===== config.mk =====
export PLATFORM = sky130hd
export DESIGN_NAME = scan_sequencer
export DESIGN_NICKNAME = d
export VERILOG_FILES = /design/src/rtl/scan_sequencer.sv
export SDC_FILE = /design/constraint.sdc
export NUM_CORES = 1
export LEC_CHECK = 0
export CAP_MARGIN = 15
export CORE_ASPECT_RATIO = 0.7
export CORE_UTILIZATION = 25
export CTS_CLUSTER_SIZE = 25
export DETAILED_ROUTE_END_ITERATION = 10
export HOLD_SLACK_MARGIN = 0.05
export SLEW_MARGIN = 20
export SYNTH_ARGS = -nofsm -noshare
export SYNTH_HDL_FRONTEND = slang
export SYNTH_SLANG_ARGS = --single-unit

===== constraint.sdc =====
create_clock -name clk -period 5.55 [get_ports clk]
set_input_delay 1.665 -clock clk [delete_from_list [all_inputs] [get_ports clk]]
set_output_delay 1.665 -clock clk [all_outputs]
set_load 0.005 [all_outputs]

===== src/rtl/scan_sequencer.sv =====
// scan_sequencer: round-robin channel scanner for a 3-to-8 decoder.
// Blanking gap before each channel's active window; frame_done on wrap.
module scan_sequencer #(
    parameter int DWELL_W      = 16,
    parameter int BLANK_CYCLES = 2
) (
    input  logic               clk,
    input  logic               rst,
    input  logic               en,
    input  logic [7:0]         mask,
    input  logic [DWELL_W-1:0] dwell,
    output logic               a,
    output logic               b,
    output logic               c,
    output logic               sel_valid,
    output logic               frame_done,
    output logic               busy
);

    localparam int CW = (DWELL_W > 8) ? DWELL_W : 8;
    localparam logic [CW-1:0] BLANK_LOAD = CW'(BLANK_CYCLES - 1);

    if (BLANK_CYCLES < 1 || BLANK_CYCLES > 255) begin : g_bad_blank
        $error("scan_sequencer: BLANK_CYCLES must be 1..255");
    end

    typedef enum logic [1:0] {
        IDLE   = 2'd0,
        BLANK  = 2'd1,
        ACTIVE = 2'd2
    } state_t;

    state_t        state_q, state_d;
    logic [2:0]    idx_q, idx_d;
    logic [CW-1:0] cnt_q, cnt_d;
    logic          fd_q, fd_d;
    logic [CW-1:0] dwell_load;
    logic [2:0]    idx_next;
    logic          run_ok;

    // First set bit of m strictly after cur, wrapping; cur itself last.
    function automatic logic [2:0] next_set(input logic [7:0] m,
                                            input logic [2:0] cur);
        logic [2:0] r;
        logic [2:0] j;
        logic       found;
        r     = cur;
        found = 1'b0;
        for (int k = 1; k <= 8; k++) begin
            j = cur + 3'(k);
            if (!found && m[j]) begin
                r     = j;
                found = 1'b1;
            end
        end
        return r;
    endfunction

    // Dwell of zero still gives one active cycle.
    assign dwell_load = (dwell == '0) ? '0 : CW'(dwell - DWELL_W'(1));
    assign idx_next   = next_set(mask, idx_q);
    assign run_ok     = en && (mask != 8'h00);

    // State, index, counter and pulse registers.
    always_ff @(posedge clk) begin
        if (rst) begin
            state_q <= IDLE;
            idx_q   <= 3'd0;
            cnt_q   <= '0;
            fd_q    <= 1'b0;
        end else begin
            state_q <= state_d;
            idx_q   <= idx_d;
            cnt_q   <= cnt_d;
            fd_q    <= fd_d;
        end
    end

    // Next-state: blank countdown, active dwell, advance to next channel.
    always_comb begin
        state_d = state_q;
        idx_d   = idx_q;
        cnt_d   = cnt_q;
        fd_d    = 1'b0;
        unique case (state_q)
            IDLE: begin
                if (run_ok) begin
                    state_d = BLANK;
                    idx_d   = next_set(mask, 3'd7);
                    cnt_d   = BLANK_LOAD;
                end
            end
            BLANK: begin
                if (!run_ok) begin
                    state_d = IDLE;
                    cnt_d   = '0;
                end else if (cnt_q != '0) begin
                    cnt_d = cnt_q - CW'(1);
                end else begin
                    state_d = ACTIVE;
                    cnt_d   = dwell_load;
                end
            end
            ACTIVE: begin
                if (!run_ok) begin
                    state_d = IDLE;
                    cnt_d   = '0;
                end else if (cnt_q != '0) begin
                    cnt_d = cnt_q - CW'(1);
                end else begin
                    state_d = BLANK;
                    idx_d   = idx_next;
                    cnt_d   = BLANK_LOAD;
                    fd_d    = (idx_next <= idx_q);
                end
            end
            default: begin
                state_d = IDLE;
                cnt_d   = '0;
            end
        endcase
    end

    // Outputs come straight from registered state.
    always_comb begin
        a          = idx_q[2];
        b          = idx_q[1];
        c          = idx_q[0];
        sel_valid  = (state_q == ACTIVE);
        busy       = (state_q != IDLE);
        frame_done = fd_q;
    end

endmodule


==> impl_metrics.toml, run 1 <==
[clocking]
cts_tree = "done"
clk_latency_ps = 260
path_clk_slew_ps = 60
cts_root_buffer = "clkbuf_16"
clock_sinks = 22
cts_max_level = 1
ctsHoldBuffers = 0
numCtsBuffers = 3
cts_resized = 0
cts_max_path_buffers = 2
post_cts_buffers = 0

[sta]
tightest_slew_ps = 964
hold_violations = 0
period_needed_ps = 4950
hold-worst-slack_ps = 508
period_share_pct = 89.2
finalMaxSlewViolations = 0
clock-skew-final_ps = 3.01
tns_ps = 0
rsz0062_at_grt = "no"
max_freq_mhz = 202
slew_headroom_pct = 35.4
setup_viol = 0
setup_slack_ps = 599

[final_layout]
multi_input_area_um2 = 1990
layout_commonest_cell = "nor2_1"
antenna_cells = 0
fillCellCount = 1060
ff_latch_area_um2 = 440
drive_above_1_share_pct = 11.5
mostFrequentLayoutCells = "nor2_1, clkdlybuf4s50_1, a21oi_1"
nets = 385
final_core_util_pct = 31.2
area.growth.synth_to_final_pct = 19.7

[route]
drt-initial-drc-count = 139
viasPerCell = 5.39
route.detailed.drc = 0
antenna_left = 0
num_vias = 2573
wirelength_mm = 6.89
routedWlPerCell_um = 14.4
drt_first_pass_iters = 6

[placement]
gp_congestion = 0.843
place_ws_ps = 389
place_hpwl_mm = 5.35
portBuffers = 32

[grt]
grt_pass1_wl_mm = 11.5
grt_usage_pct = 13.5
grt_pass1_vias = 2368
grt_overflow = 0
grt_max_degree = 24
antenna_found_initial = 0

[worst_setup_path]
critPathMaxFanout = 8
r2r_setup_slack_ps = 1450
criticalPathCategory = "in2reg"
reg2regPathDepth = 16
startpoint = "mask[6]"
cp-start-kind = "primary input"
crit_path_top_delay_cell = "clkdlybuf4s50_1"
r2r_start = "idx_q[1]"
r2r_end = "frame_done"
path_cells = "clkdlybuf4s50_1, mux4_2, a222oi_1, nand2_1, nor4_4, o21ai_0, a2bb2oi_1, nor2_1, inv_1, ha_1, a21o_1, a21oi_1, a31oi_1, nor4_1"
crit_arrival_ps = 5100
required_ps = 5700
cp_slowest_stage_delay_ps = 570
end_kind = "register"
crit_end = "frame_done"

[die]
num_rows = 30
start_util_pct = 26.1
die_w_um = 123
die_h_um = 86.8
io_pins = 33
core_area_um2 = 9830
die-area_um2 = 10700

[yosys]
synth_cells = 323
synth-edff-count = 0
yosysSeqAreaShare_pct = 17.2
synth_area_um2 = 2570
synth.avg_cell_area_um2 = 7.94
async_flop_share_pct = 0
yosys_register_bits = 22
synth_nets = 357
yosysWarnings = 0
synthDistinctLibCells = 70
ys.flop_type = "dfxtp_1"

[pwr]
powerDensity_nw_per_um2 = 289
vdd_drop_max_mv = 0.152
fin_total_pwr_w = 0.000886
power_leakage_nw = 1.15

[flow_run]
drv_cap = 0

[status]
status = "completed"

[hold_path]
hold_path.class = "reg2reg"
## per-stage QoR
step                instance area [µm²]  cells
finish                             3070    477
global route                       3070    477
CTS                                3070    477
detailed placement                 3000    474
global placement                   3000    474
floorplan                          2570    323
## sequential cells by signal, indices dropped and copies added, names as in the netlist
register and flops:
cnt_q 16, frame_done 1, idx_q 3, state_q 2
## critical path: cells and delay by family
kind / cells / cell delay [ps]
buf+inv: 2 / 630
simple gates: 4 / 840
fa+ha+maj: 1 / 290
mux: 1 / 560
compound gates: 6 / 1120
## where the power goes
part,leakage (nW),internal (W),switching (W)
sequential,0.179,0.000177,0.0000250
combinational,0.932,0.000236,0.000296
clock,0.0370,0.0000952,0.0000568
total,1.15,0.000508,0.000378
## cells in the mapped netlist (2+ instances only)
master / count / area, µm²
nor3_2: 3 / 30.0
nand3b_1: 2 / 15.0
and2_1: 3 / 18.8
o21a_1: 3 / 22.5
mux4_2: 4 / 90.1
buf_2: 4 / 20.0
a221oi_2: 2 / 30.0
inv_1: 16 / 60.1
mux2_4: 2 / 30.0
o211ai_1: 6 / 45.0
a21oi_1: 23 / 115
nor3_1: 20 / 100
buf_6: 2 / 22.5
o21ai_1: 5 / 25.0
nand3_1: 2 / 10.0
nor2b_1: 8 / 50.1
o221ai_1: 3 / 26.3
clkinv_1: 2 / 7.51
xnor2_1: 7 / 61.3
nand2b_1: 6 / 37.5
ha_1: 7 / 87.6
o221a_2: 2 / 22.5
a2bb2oi_1: 2 / 17.5
o21ai_0: 16 / 80.1
or2_2: 4 / 25.0
nand2_1: 19 / 71.3
a31oi_1: 3 / 18.8
or4_1: 3 / 22.5
dfxtp_1: 22 / 440
mux2i_1: 10 / 100
a222oi_1: 4 / 40.0
or3_1: 5 / 31.3
mux4_1: 3 / 78.8
a21o_1: 3 / 22.5
xor2_1: 13 / 114
a221oi_1: 5 / 43.8
nor4_1: 4 / 25.0
clkbuf_1: 4 / 15.0
mux2_2: 5 / 56.3
o2111ai_1: 2 / 17.5
nor2_1: 35 / 131
## cell type report
type | count | area share, %
multi-input combinational | 271 | 64.8
clock buffer | 3 | 2.44
sequential | 22 | 14.3
inverter | 19 | 2.32
tap | 128 | 5.21
timing repair buffer | 34 | 10.9
## layer usage
layer	up-vias	global-route usage, %	routed length, µm
li1	1269	-	-
met1	1204	20.4	3550
met2	94	20.2	2910
met3	6	2.17	396
met4	0	1.97	40
met5	-	0	0
## kinds of logic (layout without fill, tap and decap cells)
kind of cell	Yosys count	in the layout	synth area share [%]
mux	24	24	13.8
fa+ha+maj	7	7	3.41
buf+inv	30	56	5.31
flops	22	22	17.2
xor+xnor	21	21	7.46
compound gates	95	95	26.8
simple gates	124	124	26.0
## how the worst min path moves through the flow
| stage | start | endpoint | cells past startpoint |
|---|---|---|---|
| 2_1_floorplan | cnt_q[11] | cnt_q[11] | 2 |
| 3_3_place_gp | cnt_q[13] | cnt_q[13] | 2 |
| 3_5_place_dp | cnt_q[11] | cnt_q[11] | 2 |
| 4_1_cts | cnt_q[11] | cnt_q[11] | 2 |
| 5_1_grt | cnt_q[12] | cnt_q[12] | 2 |
| 6_report | cnt_q[13] | cnt_q[13] | 2 |
Power figures use the tool's default switching activity.
==> run 2: changes to the inputs <==
--- a/config.mk
+++ b/config.mk
@@ -7,6 +7,7 @@
 export LEC_CHECK = 0
 export CAP_MARGIN = 15
 export CORE_ASPECT_RATIO = 0.7
+export CORE_MARGIN = 2
 export CORE_UTILIZATION = 25
 export CTS_CLUSTER_SIZE = 25
 export DETAILED_ROUTE_END_ITERATION = 10
==> run 2 against run 1 <==
Effect of this change:
- final cell count grew 0.21%
- clock skew fell by 1.9 ps
- count of clock-buffer cells in the layout did not move
- global-route usage shrank 0.98 points
- critical path type unchanged
- critical endpoint unchanged
==> impl_metrics.toml, run 2 (same netlist as run 1, synthesis figures left out) <==
[status]
status = "completed"

[final_layout]
largest_reg_flops = 16
mostFrequentLayoutCells = "nor2_1, clkdlybuf4s50_1, a21oi_1"
area.growth.synth_to_final_pct = 20.0
antenna_cells = 0
layout_commonest_cell = "nor2_1"
nets = 386
drive_above_1_share_pct = 11.7
top_register = "cnt_q"
largest_registers = "cnt_q (16), idx_q (3), state_q (2)"

[grt]
antenna_found_initial = 0
grt_max_degree = 24
grt_pass1_wl_mm = 11.7
grt_usage_pct = 12.5
grt_pass1_vias = 2300
grt_overflow = 0

[sta]
tightest_slew_ps = 927
tns_ps = 0
period_needed_ps = 4820
setup_viol = 0
finalMaxSlewViolations = 0
hold_violations = 0
period_share_pct = 86.9
slew_headroom_pct = 38.0
max_freq_mhz = 207
clock-skew-final_ps = 1.16
rsz0062_at_grt = "no"

[clocking]
cts_tree = "done"
cts_max_level = 1
clk_latency_ps = 250
cts_max_path_buffers = 2
numCtsBuffers = 3
path_clk_slew_ps = 60
clock_sinks = 22
ctsHoldBuffers = 0
cts_resized = 0
post_cts_buffers = 0
cts_root_buffer = "clkbuf_16"

[placement]
gp_congestion = 0.820
place_hpwl_mm = 5.39
portBuffers = 32

[die]
start_util_pct = 26.1
die_w_um = 125
num_rows = 30
io_pins = 33
die_h_um = 88.8
die-area_um2 = 11100
core_area_um2 = 9830

[hold_path]
hold_path.class = "reg2reg"
hold_start = "cnt_q[12]"
min_path_cells = 2
min_to = "cnt_q[12]"

[route]
route.detailed.drc = 0
routedWlPerCell_um = 14.7
wirelength_mm = 7.04
num_vias = 2554
viasPerCell = 5.34
drt_first_pass_iters = 5
drt-initial-drc-count = 127
antenna_left = 0

[worst_setup_path]
r2r_setup_slack_ps = 1440
required_ps = 5700
reg2regPathDepth = 16
r2r_end = "frame_done"
criticalPathCategory = "in2reg"
end_kind = "register"
cp-start-kind = "primary input"
critPathMaxFanout = 8
crit_arrival_ps = 4970
r2r_start = "idx_q[1]"

[pwr]
vdd_drop_max_mv = 0.143
fin_total_pwr_w = 0.000885
powerDensity_nw_per_um2 = 287
power_leakage_nw = 1.15

[flow_run]
drv_cap = 0
## run 2: worst max-delay path by stage
stage,start,end,cells after the start
after global placement,mask[6],frame_done,14
after floorplan,mask[7],frame_done,13
after detailed placement,mask[6],frame_done,14
final,mask[6],frame_done,14
after global routing,mask[4],frame_done,14
after CTS,mask[6],frame_done,14
## run 2: layout make-up
class | instances | area (µm²)
Sequential cell | 22 | 440
Tap cell | 128 | 160
Timing Repair Buffer | 35 | 343
Inverter | 19 | 71.3
Clock buffer | 3 | 75.1
Multi-Input combinational cell | 271 | 1990
Fill cell | 1069 | 6760
## run 2: metal layers
layer | share of wire, % | up-vias | global-route usage (%)
li1 | - | 1283 | -
met1 | 54 | 1227 | 19.3
met2 | 43 | 44 | 19.2
met3 | 3.4 | 0 | 1.69
met4 | 0 | 0 | 0.808
met5 | 0 | - | 0
## run 2: critical path: stages
cell             delay [ps]
clkdlybuf4s50_1         560
mux4_2                  560
a222oi_1                390
nand2_1                 180
nor4_4                  320
o21ai_0                 150
a2bb2oi_1               160
nor2_1                  140
inv_1                    60
ha_1                    290
a21o_1                  160
a21oi_1                 130
a31oi_1                  50
nor4_1                  180
## run 2: through the flow
step | cells | instance area (µm²) | hold WS, ps | utilization, % | setup WS [ps]
final | 478 | 3080 | 512 | 31.3 | 729
after global routing | 478 | 3080 | 564 | 31.3 | 348
after CTS | 478 | 3080 | 507 | 31.3 | 759
after detailed placement | 475 | 3000 | 499 | 30.5 | 503
after global placement | 475 | 3000 | 496 | 30.5 | 585
after floorplan | 323 | 2570 | 473 | - | 1380
## run 2: power breakdown
| group | switching (W) | internal, W | total (W) |
|---|---|---|---|
| combinational | 0.000296 | 0.000236 | 0.000532 |
| sequential | 0.0000245 | 0.000177 | 0.000202 |
| clock | 0.0000559 | 0.0000952 | 0.000151 |
| total | 0.000376 | 0.000509 | 0.000885 |
==> run 3: changes to the inputs <==
--- a/config.mk
+++ b/config.mk
@@ -8,7 +8,7 @@
 export CAP_MARGIN = 15
 export CORE_ASPECT_RATIO = 0.7
 export CORE_MARGIN = 2
-export CORE_UTILIZATION = 25
+export CORE_UTILIZATION = 27
 export CTS_CLUSTER_SIZE = 25
 export DETAILED_ROUTE_END_ITERATION = 10
 export HOLD_SLACK_MARGIN = 0.05
==> run 3 against run 2 <==
Effect of this change:
- die area decreased by 7.1%
- worst setup slack got worse by 70 ps
- final cell count decreased by 0.84%
- critical path type unchanged
- final area decreased by 0.16%
- count of clock-buffer cells in the layout unchanged
- largest cell class unchanged
==> impl_metrics.toml, run 3 (same netlist as run 1, synthesis figures left out) <==
[final_layout]
antenna_cells = 0
largest_registers = "cnt_q (16), idx_q (3), state_q (2)"
drive_above_1_share_pct = 11.7
nets = 386
fillCellCount = 972
mostFrequentLayoutCells = "nor2_1, clkdlybuf4s50_1, a21oi_1"
top_register = "cnt_q"
largest_reg_flops = 16
area.growth.synth_to_final_pct = 19.8
layout_commonest_cell = "nor2_1"
ff_latch_area_um2 = 440
finalNonFillerCells = 474
multi_input_area_um2 = 1990

[grt]
grt_pass1_vias = 2326
antenna_found_initial = 0
grt_usage_pct = 13.8
grt_max_degree = 24
grt_pass1_wl_mm = 11.6
grt_overflow = 0

[clocking]
cts_max_level = 1
cts_max_path_buffers = 2
cts_resized = 0
numCtsBuffers = 3
cts_tree = "done"
clock_sinks = 22
ctsHoldBuffers = 0
path_clk_slew_ps = 60
cts_root_buffer = "clkbuf_16"
clk_latency_ps = 250
post_cts_buffers = 0

[die]
die_w_um = 121
io_pins = 33
die_h_um = 85.6
core_area_um2 = 9140
die-area_um2 = 10300
num_rows = 29
start_util_pct = 28.1

[placement]
dpl.cell_count = 471
place_hpwl_mm = 5.34
portBuffers = 32
place_ws_ps = 479
gp_congestion = 0.876

[route]
top_layer_used = "met3"
met2RoutedLength_mm = 2.91
drt_first_pass_iters = 4
antenna_left = 0
viasPerCell = 5.41
drt-met1-wl_mm = 3.79
wirelength_mm = 7.09
routedWlPerCell_um = 15.0
num_vias = 2566
drt-initial-drc-count = 203
route.detailed.drc = 0
wl_met3_um = 392

[sta]
tightest_slew_ps = 947
hold_violations = 0
period_share_pct = 88.1
slew_headroom_pct = 36.7
setup_viol = 0
period_needed_ps = 4890
max_freq_mhz = 204
clock-skew-final_ps = 1.95
setup_slack_ps = 660
hold-worst-slack_ps = 518
rsz0062_at_grt = "no"
tns_ps = 0
finalMaxSlewViolations = 0

[worst_setup_path]
r2r_start = "idx_q[1]"
startpoint = "mask[6]"
critPathMaxFanout = 8
cp-start-kind = "primary input"
required_ps = 5700
end_kind = "register"
criticalPathCategory = "in2reg"
crit_arrival_ps = 5040

[hold_path]
hold_start = "cnt_q[11]"
hold_path.class = "reg2reg"

[status]
status = "completed"

[pwr]
fin_total_pwr_w = 0.000890
powerDensity_nw_per_um2 = 290
vdd_drop_max_mv = 0.162
power_leakage_nw = 1.15

[flow_run]
drv_cap = 0
## run 3: cell counts in the layout (fill, tap and decap cells not counted)
No cell type changed its count.
## run 3: routing by layer
layer  global-route usage [%]  vias up
li1                         -     1280
met3                     2.19        0
met1                     22.1     1193
met5                        0        -
met2                     19.5       93
met4                     1.48        0
## run 3: final cells by class
class | instances | share of cell area, %
clock buffers | 3 | 2.44
well taps | 124 | 5.05
flip-flops and latches | 22 | 14.3
inverters | 19 | 2.32
multi-input cells | 271 | 64.7
repair buffers | 35 | 11.2
## run 3: worst paths after layout
| path | end | slack (ps) | cells after the start |
|---|---|---|---|
| hold / removal | cnt_q[11] | 520 | 2 |
| setup reg to reg | frame_done | 1500 | 16 |
| setup / recovery | frame_done | 660 | 14 |
| hold reg to reg | cnt_q[11] | 520 | 2 |
## run 3: through the flow
step / cell area (µm²) / util (%)
floorplan: 2570 / -
global placement: 3000 / 32.8
detailed placement: 3000 / 32.8
CTS: 3070 / 33.6
global route: 3070 / 33.6
finish: 3070 / 33.6
## run 3: power by group
part | total [W] | leakage [nW] | internal (W) | switching (W)
Sequential | 0.000202 | 0.179 | 0.000177 | 0.0000246
Clock | 0.000151 | 0.0370 | 0.0000951 | 0.0000555
Combinational | 0.000538 | 0.937 | 0.000236 | 0.000302
Total | 0.000890 | 1.15 | 0.000508 | 0.000382
## run 3: critical path: stages
cell	delay, ps
clkdlybuf4s50_1	550
mux4_2	560
a222oi_1	480
nand2_1	200
nor4_4	290
o21ai_0	140
a2bb2oi_1	160
nor2_1	140
inv_1	60
ha_1	280
a21o_1	160
a21oi_1	140
a31oi_1	50
nor4_1	150
